### config.mk
export PLATFORM = sky130hd
export DESIGN_NAME = crypto_job_arbiter
export DESIGN_NICKNAME = d
export VERILOG_FILES = /design/src/rtl/crypto_job_arbiter.sv
export SDC_FILE = /design/constraint.sdc
export NUM_CORES = 1
export LEC_CHECK = 0
export CAP_MARGIN = 20
export CORE_UTILIZATION = 26
export CTS_BUF_LIST = sky130_fd_sc_hd__clkbuf_8
export DETAILED_ROUTE_END_ITERATION = 10
export SETUP_SLACK_MARGIN = 0.3
export SLEW_MARGIN = 10
export SYNTH_ARGS = -nofsm -noshare
export SYNTH_HDL_FRONTEND = slang
export SYNTH_SLANG_ARGS = --single-unit
### constraint.sdc
create_clock -name clk -period 5 [get_ports clk]
set_clock_uncertainty 0.1 [all_clocks]
set_input_delay 1 -clock clk [delete_from_list [all_inputs] [get_ports clk]]
set_output_delay 1 -clock clk [all_outputs]
set_load 0.02 [all_outputs]
### src/rtl/crypto_job_arbiter.sv
// Round-robin arbiter sharing one crypto core between NUM_REQ requesters.
// Optional watchdog/abort path enabled by defining CRYPTO_ARB_TIMEOUT_EN.
module crypto_job_arbiter #(
    parameter int NUM_REQ        = 2,
    parameter int CNT_W          = 16,
    parameter int TIMEOUT_CYCLES = 1024
) (
    input  logic                   clk,
    input  logic                   rst,
    input  logic [NUM_REQ-1:0]     req,
    input  logic [2*NUM_REQ-1:0]   req_mode,
    output logic [NUM_REQ-1:0]     grant,
    output logic                   busy,
    output logic                   core_bgn,
    output logic [1:0]             core_mode,
    input  logic                   core_fin,
    output logic                   core_rst_n,
    output logic [NUM_REQ-1:0]     done,
    output logic [NUM_REQ-1:0]     err,
    output logic [CNT_W-1:0]       jobs_done
);

    localparam int PTR_W = (NUM_REQ > 1) ? $clog2(NUM_REQ) : 1;

    if (NUM_REQ < 2 || NUM_REQ > 8 || TIMEOUT_CYCLES < 2) begin : g_bad_cfg
        $error("crypto_job_arbiter: unsupported parameter set");
    end

`ifdef CRYPTO_ARB_TIMEOUT_EN
    typedef enum logic [2:0] {
        S_IDLE, S_LAUNCH, S_WAIT_FIN, S_COMPLETE, S_REJECT, S_ABORT
    } state_t;

    localparam int WD_W = $clog2(TIMEOUT_CYCLES + 1);
    // Abort lands exactly TIMEOUT_CYCLES cycles after the LAUNCH cycle.
    localparam logic [WD_W-1:0] WD_LAST = WD_W'((TIMEOUT_CYCLES > 2) ? TIMEOUT_CYCLES - 2 : 0);

    logic [WD_W-1:0] r_wdog;
`else
    typedef enum logic [2:0] {
        S_IDLE, S_LAUNCH, S_WAIT_FIN, S_COMPLETE, S_REJECT
    } state_t;
`endif

    state_t               r_state;
    logic [PTR_W-1:0]     r_ptr;
    logic [PTR_W-1:0]     r_owner;
    logic [NUM_REQ-1:0]   r_grant;
    logic                 r_busy;
    logic                 r_core_bgn;
    logic [1:0]           r_core_mode;
    logic                 r_core_rst_n;
    logic [NUM_REQ-1:0]   r_done;
    logic [NUM_REQ-1:0]   r_err;
    logic [CNT_W-1:0]     r_jobs_done;

    logic                 w_found;
    logic [PTR_W-1:0]     w_sel;
    logic [NUM_REQ-1:0]   w_sel_oh;
    logic [1:0]           w_sel_mode;
    logic                 w_mode_ok;

    // Lowest requester overall is the wrap-around fallback; lowest above the pointer overrides it.
    always_comb begin
        w_found    = 1'b0;
        w_sel      = '0;
        w_sel_oh   = '0;
        w_sel_mode = 2'b00;
        for (int i = NUM_REQ - 1; i >= 0; i--) begin
            if (req[i]) begin
                w_found    = 1'b1;
                w_sel      = PTR_W'(i);
                w_sel_oh   = NUM_REQ'(1) << i;
                w_sel_mode = req_mode[2*i +: 2];
            end
        end
        for (int i = NUM_REQ - 1; i >= 0; i--) begin
            if (req[i] && (i > int'(r_ptr))) begin
                w_sel      = PTR_W'(i);
                w_sel_oh   = NUM_REQ'(1) << i;
                w_sel_mode = req_mode[2*i +: 2];
            end
        end
    end

    assign w_mode_ok = (w_sel_mode == 2'b01) || (w_sel_mode == 2'b10);

    always_ff @(posedge clk or negedge rst) begin
        if (!rst) begin
            r_state      <= S_IDLE;
            r_ptr        <= PTR_W'(NUM_REQ - 1);
            r_owner      <= '0;
            r_grant      <= '0;
            r_busy       <= 1'b0;
            r_core_bgn   <= 1'b0;
            r_core_mode  <= 2'b00;
            r_core_rst_n <= 1'b1;
            r_done       <= '0;
            r_err        <= '0;
            r_jobs_done  <= '0;
`ifdef CRYPTO_ARB_TIMEOUT_EN
            r_wdog       <= '0;
`endif
        end else begin
            r_core_bgn   <= 1'b0;
            r_core_rst_n <= 1'b1;
            r_done       <= '0;
            r_err        <= '0;
            case (r_state)
                S_IDLE: begin
                    if (w_found) begin
                        r_grant     <= w_sel_oh;
                        r_owner     <= w_sel;
                        r_core_mode <= w_sel_mode;
                        r_busy      <= 1'b1;
                        if (w_mode_ok) begin
                            r_state    <= S_LAUNCH;
                            r_core_bgn <= 1'b1;
                        end else begin
                            // Invalid modes would stall the core, so they never reach it.
                            r_state <= S_REJECT;
                            r_err   <= w_sel_oh;
                        end
                    end
                end
                S_LAUNCH: begin
                    r_state <= S_WAIT_FIN;
`ifdef CRYPTO_ARB_TIMEOUT_EN
                    r_wdog  <= '0;
`endif
                end
                S_WAIT_FIN: begin
                    if (core_fin) begin
                        r_state     <= S_COMPLETE;
                        r_done      <= r_grant;
                        r_jobs_done <= r_jobs_done + CNT_W'(1);
                    end
`ifdef CRYPTO_ARB_TIMEOUT_EN
                    else if (r_wdog == WD_LAST) begin
                        r_state      <= S_ABORT;
                        r_core_rst_n <= 1'b0;
                        r_err        <= r_grant;
                    end else begin
                        r_wdog <= r_wdog + WD_W'(1);
                    end
`endif
                end
`ifdef CRYPTO_ARB_TIMEOUT_EN
                S_COMPLETE, S_REJECT, S_ABORT: begin
`else
                S_COMPLETE, S_REJECT: begin
`endif
                    r_ptr       <= r_owner;
                    r_grant     <= '0;
                    r_busy      <= 1'b0;
                    r_core_mode <= 2'b00;
                    r_state     <= S_IDLE;
                end
                default: begin
                    r_state <= S_IDLE;
                end
            endcase
        end
    end

    assign grant      = r_grant;
    assign busy       = r_busy;
    assign core_bgn   = r_core_bgn;
    assign core_mode  = r_core_mode;
    assign core_rst_n = r_core_rst_n;
    assign done       = r_done;
    assign err        = r_err;
    assign jobs_done  = r_jobs_done;

endmodule

==> qor.csv <==
metric;value;unit
share of layout cells above drive strength 1;10.0;%
Period minus WS final;2560;ps
DRT antenna net count;0;
Slew HR;56.5;%
Synth Instances;119;
RSZ-0062 raised after global routing;false;
f_max;390;MHz
Initial DRC Count;21;
syn_nets;129;
Max clock buf depth;2;
GP Congestion;0.864;
IO Pins;36;
Top FF cell, synth;dfrtp_1;
FP Rows;25;
crit end category;register;
total of warnings raised by yosys;0;
power per cell area;481;nW/um2
cts bufs inserted;5;
Core Region;4850;um2
Post-synth ARST share;100;%
CP Max Fanout;6;
synth top area cells;dfrtp_1, xnor2_1, nand2_1;
die area;5470;um2
Synth Area per Inst;11.3;um2
Clock Sinks;31;
Detail Placement HPWL;1970;um
Global Route Usage Sum;11.3;%
worst min-delay path class;register to register;
Worst-Skew Late Latency;280;ps
Cell Area, Placed;1760;um2
Vias per Instance;4.48;
Remaining Overflow, GRT;0;
Data arrival, critical path;2630;ps
DRT Wirelength;2670;um
worst slew pin tran;648;ps
Die H;74.0;um
largest net degree at the start of global routing;32;
critical path type;primary input to register;
root buf cell;clkbuf_8;
Routed wire per std cell;11.7;um
CTS clock-pin slew for the worst setup and hold paths;70;ps
most numerous cell in the Yosys netlist;dfrtp_1;
Netlist cell types;30;
DR vias;1018;
Post-CTS Setup Bufs;0;
die width;74.0;um
diodes inserted;0;
port bufs;34;
post-CTS resize count;0;
endpoint required time on the critical path;5070;ps
FF+latch count, synth;31;
DRC errors left;0;
cts hold-fix bufs;0;
area delta synth->final;37.5;%
Synth area leader;dfrtp_1;
number of synthesized flops with an enable pin;0;
number of antenna violations at the first check in global routing;0;
Setup crit start kind;primary input;
Hold Vio Cnt, Final;0;
worst vdd ir;0.202;mV
Max Cap Viol;0;
H-tree lvl count;2;
DR pass1 iterations;4;
Slew Limit Fails;0;
fin crit share;51.3;%
status;completed;
sequential-to-total area share from yosys stat;57.7;%
cell area after layout;1850;um2
vias in the first global route;980;
Fin Setup TNS;0;ps
Initial Utilization;27.8;%
Yosys top cell area share;55.7;%
fin nets;169;
Cell Area, Synth;1350;um2
top cells by count, synth;dfrtp_1, nand2_1, xnor2_1, nand3_1, nor2_1;
leakage;0.797;nW
CTS tree;done;
final setup fails;0;
first-pass GRT wire length;4630;um
## registers in the layout, summed over array words and instances (netlist names)
| name | cells |
|---|---|
| jobs_done | 16 |
| r_state | 3 |
| core_mode | 2 |
| done | 2 |
| err | 2 |
| grant | 2 |
| busy | 1 |
| core_bgn | 1 |
| r_owner | 1 |
| r_ptr | 1 |
## where the power goes
group | switching [mW] | internal [mW] | leakage [nW]
clock network | 0.0994 | 0.0967 | 0.0402
registers | 0.0593 | 0.317 | 0.404
logic | 0.170 | 0.149 | 0.353
total | 0.328 | 0.563 | 0.797
## cells by family (layout without fill, tap and decap cells)
logic type / Yosys count / count (layout) / synth area share (%)
adder cells (fa/ha/maj): 1 / 1 / 0.928
XOR/XNOR: 17 / 17 / 11.0
other: 1 / 1 / 0.278
buffers and inverters: 4 / 45 / 1.67
flip-flops: 31 / 31 / 57.7
multiplexers: 1 / 1 / 0.836
AND/OR/NAND/NOR: 51 / 51 / 21.4
AO/OA/AOI/OAI: 13 / 13 / 6.22
## path summary, 6_finish.rpt
check | startpoint | to | slack (ps) | depth (start not counted)
min reg2reg | jobs_done[15] | jobs_done[15] | 380 | 1
max reg2reg | r_state[0] | jobs_done[11] | 3080 | 4
max | core_fin | jobs_done[11] | 2440 | 5
min | jobs_done[15] | jobs_done[15] | 380 | 1
min in group asynchronous | rst | done[1] | 1000 | 2
max in group asynchronous | rst | r_ptr | 3480 | 2
## cell usage in the layout, fill, tap and decap left out, types with 4 or more instances in the layout
cell	Yosys	final
clkbuf_8	0	5
dfrtp_1	30	30
nor3_1	4	4
nand4_1	4	4
and2_1	4	4
nor2_1	5	5
nand3_1	6	6
nand2_1	18	18
o21ai_0	4	4
clkdlybuf4s50_1	0	34
xnor2_1	14	14
## cell type report
class                   count  area (um2)
clock buffers               5        68.8
multi-input cells          84         548
fillers                   482        3000
flip-flops and latches     31         777
inverters                   2        7.51
well taps                  67        83.8
clock inverters             3        20.0
repair buffers             35         348
## layer usage
layer	vias to the layer above	routed length, um	GRT usage [%]
li1	489	-	-
met1	492	1170	12.9
met2	30	1300	19.2
met3	7	151	4.20
met4	0	46	4.49
met5	-	0	0
## worst max-delay path: stages
cell             delay, ps
clkdlybuf4s50_1        480
nand4bb_1              360
nor4_4                 470
nand4_1                160
xnor2_1                150
## metrics by stage
stage               power, mW  setup slack (ps)  hold slack [ps]  cells  utilization (%)
finish                  0.892              2440              377    227             38.2
global placement        0.696              2170              364    219             36.4
detailed placement      0.701              2110              371    219             36.4
global route            0.955              2280              394    227             38.2
floorplan               0.567              2910              346    119                -
CTS                     0.906              2410              380    227             38.2
Note: power is estimated with default switching activity, not from simulation.
